[src/rtl/pcr_valve_sequencer.sv]
// Pneumatic valve and thermal-phase sequencer for the PCR chip: LOAD, SETTLE, n x (DENAT, ANNEAL), DISPENSE, DONE.
// Define PCR_SEQ_SENSE_EN to supervise the valve pressure switches and trap timeouts in FAULT.
module pcr_valve_sequencer #(
    parameter int unsigned CYC_W        = 6,
    parameter int unsigned TICK_W       = 16,
    parameter int unsigned LOAD_TICKS   = 100,
    parameter int unsigned SETTLE_TICKS = 20,
    parameter int unsigned DEN_TICKS    = 300,
    parameter int unsigned ANN_TICKS    = 600,
    parameter int unsigned DISP_TICKS   = 100,
    parameter int unsigned SENSE_TO     = 10
) (
    input  logic             clk,
    input  logic             rst,
    input  logic             start,
    input  logic             abort,
    input  logic [CYC_W-1:0] n_cycles,
    input  logic             sense0,
    input  logic             sense1,
    output logic             valve0_en,
    output logic             valve1_en,
    output logic             heat_hi,
    output logic             busy,
    output logic             done,
    output logic             fault,
    output logic [CYC_W-1:0] cycle_cnt
);

    typedef enum logic [2:0] {
        S_IDLE, S_LOAD, S_SETTLE, S_DENAT, S_ANNEAL, S_DISPENSE, S_DONE, S_FAULT
    } state_e;

    state_e            state_q, state_d;
    logic [TICK_W-1:0] timer_q, timer_d;
    logic [CYC_W-1:0]  ncyc_q, ncyc_d;
    logic [CYC_W-1:0]  cnt_q, cnt_d;
    logic              valve0_q, valve0_d;
    logic              valve1_q, valve1_d;
    logic              heat_q, heat_d;
    logic              busy_q, busy_d;
    logic              done_q, done_d;
    logic              fault_q, fault_d;
    logic              expired;

`ifdef PCR_SEQ_SENSE_EN
    logic seen_q, seen_d;
    logic sense_win, sense_lvl;
`else
    logic unused_sense;
    assign unused_sense = ^{sense0, sense1, 1'(SENSE_TO)};
`endif

    // Timer reload value on entry; a state lasts exactly its TICKS count.
    function automatic logic [TICK_W-1:0] dwell(input state_e s);
        case (s)
            S_LOAD:     return TICK_W'(LOAD_TICKS - 1);
            S_SETTLE:   return TICK_W'(SETTLE_TICKS - 1);
            S_DENAT:    return TICK_W'(DEN_TICKS - 1);
            S_ANNEAL:   return TICK_W'(ANN_TICKS - 1);
            S_DISPENSE: return TICK_W'(DISP_TICKS - 1);
            default:    return '0;
        endcase
    endfunction

    always_comb begin
        state_d = state_q;
        ncyc_d  = ncyc_q;
        cnt_d   = cnt_q;
        expired = (timer_q == '0);
        timer_d = expired ? timer_q : timer_q - TICK_W'(1);

        case (state_q)
            S_IDLE: begin
                if (start && !abort) begin
                    ncyc_d  = n_cycles;
                    cnt_d   = '0;
                    state_d = S_LOAD;
                end
            end
            S_LOAD:     if (expired) state_d = S_SETTLE;
            S_SETTLE:   if (expired) state_d = (ncyc_q != '0) ? S_DENAT : S_DISPENSE;
            S_DENAT:    if (expired) state_d = S_ANNEAL;
            S_ANNEAL: begin
                if (expired) begin
                    cnt_d   = cnt_q + CYC_W'(1);
                    state_d = (cnt_d < ncyc_q) ? S_DENAT : S_DISPENSE;
                end
            end
            S_DISPENSE: if (expired) state_d = S_DONE;
            S_DONE:     state_d = S_IDLE;
            S_FAULT:    state_d = S_FAULT;
            default:    state_d = S_IDLE;
        endcase

`ifdef PCR_SEQ_SENSE_EN
        // Sensor must be seen by the SENSE_TO-th cycle of LOAD/DISPENSE; later drops are ignored.
        sense_win = (state_q == S_LOAD) || (state_q == S_DISPENSE);
        sense_lvl = (state_q == S_LOAD) ? sense0 : sense1;
        seen_d    = sense_win && (seen_q || sense_lvl);
        if (sense_win && !seen_d && ((dwell(state_q) - timer_q) == TICK_W'(SENSE_TO - 1)))
            state_d = S_FAULT;
`endif

        if (abort && (state_q != S_IDLE)) begin
            state_d = S_IDLE;
            cnt_d   = cnt_q;
        end

        if (state_d != state_q) begin
            timer_d = dwell(state_d);
`ifdef PCR_SEQ_SENSE_EN
            seen_d  = 1'b0;
`endif
        end

        valve0_d = (state_d == S_LOAD);
        valve1_d = (state_d == S_DISPENSE);
        heat_d   = (state_d == S_DENAT);
        busy_d   = (state_d == S_LOAD) || (state_d == S_SETTLE) || (state_d == S_DENAT) ||
                   (state_d == S_ANNEAL) || (state_d == S_DISPENSE);
        done_d   = (state_d == S_DONE);
        fault_d  = (state_d == S_FAULT);
    end

    always_ff @(posedge clk or posedge rst) begin
        if (rst) begin
            state_q  <= S_IDLE;
            timer_q  <= '0;
            ncyc_q   <= '0;
            cnt_q    <= '0;
            valve0_q <= 1'b0;
            valve1_q <= 1'b0;
            heat_q   <= 1'b0;
            busy_q   <= 1'b0;
            done_q   <= 1'b0;
            fault_q  <= 1'b0;
`ifdef PCR_SEQ_SENSE_EN
            seen_q   <= 1'b0;
`endif
        end else begin
            state_q  <= state_d;
            timer_q  <= timer_d;
            ncyc_q   <= ncyc_d;
            cnt_q    <= cnt_d;
            valve0_q <= valve0_d;
            valve1_q <= valve1_d;
            heat_q   <= heat_d;
            busy_q   <= busy_d;
            done_q   <= done_d;
            fault_q  <= fault_d;
`ifdef PCR_SEQ_SENSE_EN
            seen_q   <= seen_d;
`endif
        end
    end

    assign valve0_en = valve0_q;
    assign valve1_en = valve1_q;
    assign heat_hi   = heat_q;
    assign busy      = busy_q;
    assign done      = done_q;
    assign fault     = fault_q;
    assign cycle_cnt = cnt_q;

endmodule

[config.mk]
export PLATFORM = sky130hd
export DESIGN_NAME = pcr_valve_sequencer
export DESIGN_NICKNAME = d
export VERILOG_FILES = /design/src/rtl/pcr_valve_sequencer.sv
export SDC_FILE = /design/constraint.sdc
export NUM_CORES = 1
export LEC_CHECK = 0
export ABC_AREA = 1
export ABC_CLOCK_PERIOD_IN_PS = 5000
export CAP_MARGIN = 15
export CELL_PAD_IN_SITES_DETAIL_PLACEMENT = 1
export CELL_PAD_IN_SITES_GLOBAL_PLACEMENT = 2
export CORE_MARGIN = 2
export CORE_UTILIZATION = 30
export CTS_BUF_LIST = sky130_fd_sc_hd__clkbuf_4 sky130_fd_sc_hd__clkbuf_8
export DETAILED_ROUTE_END_ITERATION = 12
export MAX_ROUTING_LAYER = met4
export PLACE_DENSITY_LB_ADDON = 0.15
export SLEW_MARGIN = 20
export SYNTH_ARGS = -nofsm -noshare
export SYNTH_HDL_FRONTEND = slang
export SYNTH_SLANG_ARGS = --single-unit
[constraint.sdc]
create_clock -name clk -period 5 [get_ports clk]
set_input_delay 1.25 -clock clk [delete_from_list [all_inputs] [get_ports clk]]
set_output_delay 1.25 -clock clk [all_outputs]
set_load 0.02 [all_outputs]
# Word-level counts from Yosys, hierarchy flattened
# Index checks and enable logic that the tools add are counted.
# W data, S select, Z words.
[op_classes]
add_sub_neg = 2
mul = 0
div = 0
magnitude_cmp = 1
n_eq_ne = 18
n_shift = 0
mux = 16
bitwise_logic = 1
reduce_logical = 15
[op_table]
columns = ["op", "count"]
rows = [
  ["$pmux W10 S4", 1],
  ["$mux W16", 2],
  ["$mux W3", 9],
  ["$eq A3 B3 Y1 const B", 8],
  ["$pmux W3 S8", 1],
  ["$logic_not A16 Y1", 1],
  ["$sub A16 B1 Y16 const B", 1],
  ["$eq A3 B2 Y1 const B", 4],
  ["$mux W6", 2],
  ["$pmux W6 S2", 1],
  ["$add A6 B1 Y6 const B", 1],
  ["$eq A3 B1 Y1 const B", 2],
  ["$lt A6 B6 Y1", 1],
  ["$reduce_bool A6 Y1", 1],
  ["$logic_or A1 B1 Y1", 4],
  ["$ne A2 B2 Y1 const B", 2],
  ["$reduce_and A4 Y1", 1],
  ["$logic_not A3 Y1", 1],
  ["$ne A3 B3 Y1", 1],
  ["$reduce_bool A3 Y1", 1],
  ["$logic_and A1 B1 Y1", 2],
  ["$ne A2 B1 Y1 const B", 1],
  ["$reduce_and A2 Y1", 1],
  ["$reduce_bool A2 Y1", 1],
  ["other kinds (3)", 3],
]
[totals]
ff_bits = 37
latchBits = 0
ram_bits = 0
rom_bits = 0
input_bits = 12
out_inout_bits = 12
elab_cells = 63
memories = 0

# Logic depth before layout (Yosys ltp)
[logic_depth]
depth_word = 11
ltp_mapped = 23
ltp_nobuf = 23

# Worst setup path after synthesis
# No wires, ideal clock.
[synth_timing]
path_type = "reg2reg"
startpoint = "register cnt_q[0], in the netlist cycle_cnt[0]"
endpoint = "register timer_q[0]"
setup_time_ps = 116
arrival_time_ps = 2561
required_ps = 4884
path_slack_ps = 2322
stages_incl_launch_ff = 21
path_buffers = 0
period_less_slack_ps = 2678
cell_sequence = "dfrtp_1 -> nand3_1 -> nor2_1 -> nand2_1 -> xor2_1 -> inv_1 -> ha_1 -> a21oi_1 -> nand2_1 -> a21oi_1 -> nand2_1 -> nand2_2 -> nand3_4 -> nand2_4 -> nand2_4 -> nand2_4 -> nand3_4 -> nor2_8 -> inv_4 -> nand2_1 -> nand2_1"
[synth_between]
elab_chain_cells = 10
elab_cells_between_ends = 16
cone_classes = "add/sub (1); order compare (1); eq/ne (7); mux (6); reduce/logical (1)"
[synth_lines]
columns = ["item", "line_no", "source"]
rows = [
  ["from (decl)", "36", "logic [CYC_W-1:0] cnt_q, cnt_d;"],
  ["from (signal assigned)", "144", "cnt_q <= cnt_d;"],
  ["$add A6 B1 Y6 (*)", "85", "cnt_d = cnt_q + CYC_W'(1);"],
  ["$lt A6 B6 Y1 (*)", "86", "state_d = (cnt_d < ncyc_q) ? S_DENAT : S_DISPENSE;"],
  ["$mux W3 (*)", "86", ""],
  ["$mux W3 (*)", "84", "if (expired) begin"],
  ["$pmux W3 S8 (*)", "72", "case (state_q)"],
  ["$mux W3 (*)", "104", "if (abort && (state_q != S_IDLE)) begin"],
  ["$eq A3 B1 Y1 / $eq A3 B3 Y1 (equally long branches)", "55", "case (s)"],
  ["$reduce_or A2 Y1 (no line)", "n/a", ""],
  ["$pmux W10 S4", "55", ""],
  ["$mux W16", "109", "if (state_d != state_q) begin"],
  ["to (signal assigned)", "142", "timer_q <= timer_d;"],
  ["to (decl)", "34", "logic [TICK_W-1:0] timer_q, timer_d;"],
]
# Mark *: on every way between the ends. The rest lies on a longest branch, timed or not.
# A chain may end at the register's enable or synchronous reset.

# Worst setup path in the final report
# Ends and elaborated chain as after synthesis.

==> impl_results.md <==
* CP delay by family, top: simple AND/OR/NAND/NOR gates
* Initial antenna violation count at 0
* Netlist Area Pre-Place at 2360 sq um
* Type of origin of the critical path: register
* Sw Pwr at 741 uW
* Worst-case vdd ir drop at 0.195 mV
* Fin cells at 408
* Wirelength per Cell at 13.2 microns
* TritonCTS clock tree: done
* Setup violators final at 0
* R2R depth at 20
* Mean post-synth cell area at 8.45 sq um
* CTS buffer count at 5
* H-tree level count at 2
* Warning count from the yosys run at 0
* Via density at 4.62
* Most common cell after layout, fill and taps aside: nand2_1
* RSZ-0062 raised after global routing: no
* CP required at 5.19 ns
* Area of the core at 7690 sq um
* FF-to-FF End: timer_q[0]$_DFFE_PP0P_
* Boundary pin count at 24
* Sequential power share at 29.5%
* Port Buffer Count at 21
* Clock power share at 17.5%
* Leakage power at 1.35 nW
* Number of global-route vias before repair at 2030
* # nets final at 324
* Number of hold buffers added after CTS at 0
* Vias at 1885
* Slowest CP cell: dfrtp_1
* First-pass DRT Iterations at 4
* CP bufs+invs at 2
* Slew Limit Fails at 0
* Clock Latency Late Sink at 0.29 ns
* Row count at 32
* Most used cell along the critical path: nand2_1
* Most frequent cells in the layout: 50 x nand2_1, 37 x dfrtp_1, 33 x inv_1
* Net Sw Frac at 46.3%
* Yosys cell types at 31
* Max stage delay on crit path at 0.47 ns
* Chip height at 92.7 microns
* Placer's final routability congestion estimate at 0.746
* Share of layout cells above drive strength 1 at 19.0%
* Largest cells by area after synthesis: dfrtp_1 39%, nand2_1 8.0%, inv_1 5.3%
* Crit path DAT at 3.29 ns
* Hold Path Origin: timer_q[0]$_DFFE_PP0P_
* Logic pwr share at 53.0%
* Sink Count at 37
* Final cycle utilization of the critical path at 62.0%
* Actual slew at the worst max-slew pin at 0.493 ns
* Cells after synthesis at 279
* Overall global routing resource usage at 14.6%
* Worst R2R Start: cycle_cnt[0]$_DFFE_PP0P_
* Post-route ant nets at 0
* Largest family of logic cells by synthesized area: simple AND/OR/NAND/NOR gates
* Inst Count DP at 400
* Largest net degree at the start of global routing at 38
* Multiplexer share of the synthesized area at 0.424%
* R2R Setup Slk at 1.90 ns
* Syn_nets at 298
* Tmin final at 3.10 ns
* PwrDens at 571 nW/um^2
* TNS Setup at 0 ns
* Hold path endpoint: timer_q[0]$_DFFE_PP0P_
* PostCTS Resize Cnt at 0
* Critical Path Start: cycle_cnt[0]$_DFFE_PP0P_
* Post-Synth Adder-Cell Area at 3.71%
* HPWL after DPL at 4.12 mm
* Starting Density at 30.7%
* CP max FO at 14
* Core Util, Final at 36.4%
* F_max at 323 MHz
* Grt ovf at 0
* CP Capture Type: register
* Clock transition at path regs at 0.07 ns
* Cell taking the most area after synthesis: dfrtp_1
* First-pass GRT wire length at 9.78 mm
* Setup Buffers After CTS at 0
* Post-synthesis compound-gate area fraction at 8.59%
* Endpoints failing hold at 0
* Critical path class: reg -> reg
* Post-synth top area share at 39.3%
* Hold path cells at 2
* MaxCap Viol Count at 0
* Min-Delay Path Class: reg -> reg
* Status: completed
* CP Cell Sequence: ha_1 > nand3_1 > xor2_1 > inv_1 > ha_1 > nand2_1 > nor2_1 > nand2_1 > nand3_1 > nand2_1 > nand3_1 > nand3_2 > nand2_2 > nand2_2 > nand2_4 > nand3_4 > nor2_8 > inv_4 > nand2_1 > nand2_1
* Max_slew headroom at 67.1%
* Die ar. at 8590 sq um
* Worst Skew at 0.00472 ns
* Clk root buf: clkbuf_8
* Final wirelength at 5.40 mm
* Simple-Gate Fraction of Synth Area at 34.9%
* Synthesis-to-layout area growth at 18.7%
* Post-Synth XOR/XNOR Area at 5.94%
* Die Wd at 92.7 microns
* Total inserted antenna cells at 0
* Drc violations at 0
* Sequential area share after synthesis at 39.3%
* Internal power at 859 uW
* Drt initial violations at 58
* Post-synthesis register bit count at 37
* Clk buf depth at 2
sequential cells by signal, indices dropped and copies added (netlist names):
register,cells
heat_hi,1
done,1
ncyc_q,6
cycle_cnt,6
fault,1
busy,1
valve1_en,1
timer_q,16
valve0_en,1
state_q,3
synth_stat cells, drive strengths merged:
master,count
nor3,4
inv,38
nand3,21
dfrtp,37
o22ai,3
nand4,13
nand3b,1
mux2i,1
nand2,67
clkbuf,2
a211oi,1
o21ai,13
nor2,41
a21oi,13
xnor2,4
buf,1
xor2,12
ha,7
layer usage:
metal,routed length (microns),GRT usage (%),up-vias
met2,2450,22.4,16
met1,2790,20.1,905
li1,-,-,956
met5,0,-,-
met4,59,4.04,0
met3,105,2.44,8
cells by family after synthesis:
| group | after synthesis |
|---|---|
| muxes | 1 |
| and+or+nand+nor | 147 |
| buffers and inverters | 41 |
| DFF | 37 |
| AOI/OAI and AO/OA | 30 |
| adders and majority gates | 7 |
| xor gates and xnor gates | 16 |
per-stage QoR:
step / cell area (sq um) / power [mW] / hold slack (ns) / setup slack, ns
3_5_place_dp: 2680 / 1.34 / 0.481 / 1.69
2_1_floorplan: 2360 / 1.18 / 0.461 / 2.32
5_1_grt: 2800 / 1.77 / 0.528 / 1.47
3_3_place_gp: 2680 / 1.34 / 0.476 / 1.73
4_1_cts: 2800 / 1.64 / 0.502 / 1.83
6_report: 2800 / 1.60 / 0.491 / 1.90
worst min-delay path: cells and delay by family (launching register included):
kind,cells,cell delay [ns]
AND/OR/NAND/NOR,2,0.10
flip-flops,1,0.36
worst max-delay path by stage:
| stage | end | slack [ns] | cells after the start |
|---|---|---|---|
| 2_1_floorplan | timer_q[0]$_DFFE_PP0P_ | 2.32 | 20 |
| 3_3_place_gp | cycle_cnt[0]$_DFFE_PP0P_ | 1.73 | 8 |
| 3_5_place_dp | cycle_cnt[4]$_DFFE_PP0P_ | 1.69 | 8 |
| 4_1_cts | timer_q[0]$_DFFE_PP0P_ | 1.83 | 21 |
| 5_1_grt | timer_q[0]$_DFFE_PP0P_ | 1.47 | 21 |
| 6_report | timer_q[0]$_DFFE_PP0P_ | 1.90 | 20 |
final cells by class:
cell class / instances / area (sq um)
flip-flops and latches: 37 / 926
multi-input cells: 201 / 1260
clock buffers: 7 / 90.1
inverters: 38 / 145
well taps: 102 / 128
repair buffers: 22 / 218
fillers: 950 / 4890
clock inverters: 1 / 30.0
power by group through the flow:
| stage | Clock (mW) | Combinational, mW | Sequential (mW) |
|---|---|---|---|
| 3_5_place_dp | 0 | 0.865 | 0.480 |
| 6_report | 0.279 | 0.849 | 0.472 |
| 2_1_floorplan | 0 | 0.707 | 0.470 |
| 5_1_grt | 0.304 | 0.983 | 0.486 |
| 4_1_cts | 0.292 | 0.870 | 0.474 |
| 3_3_place_gp | 0 | 0.861 | 0.477 |
(Power assumes the default switching activity.)
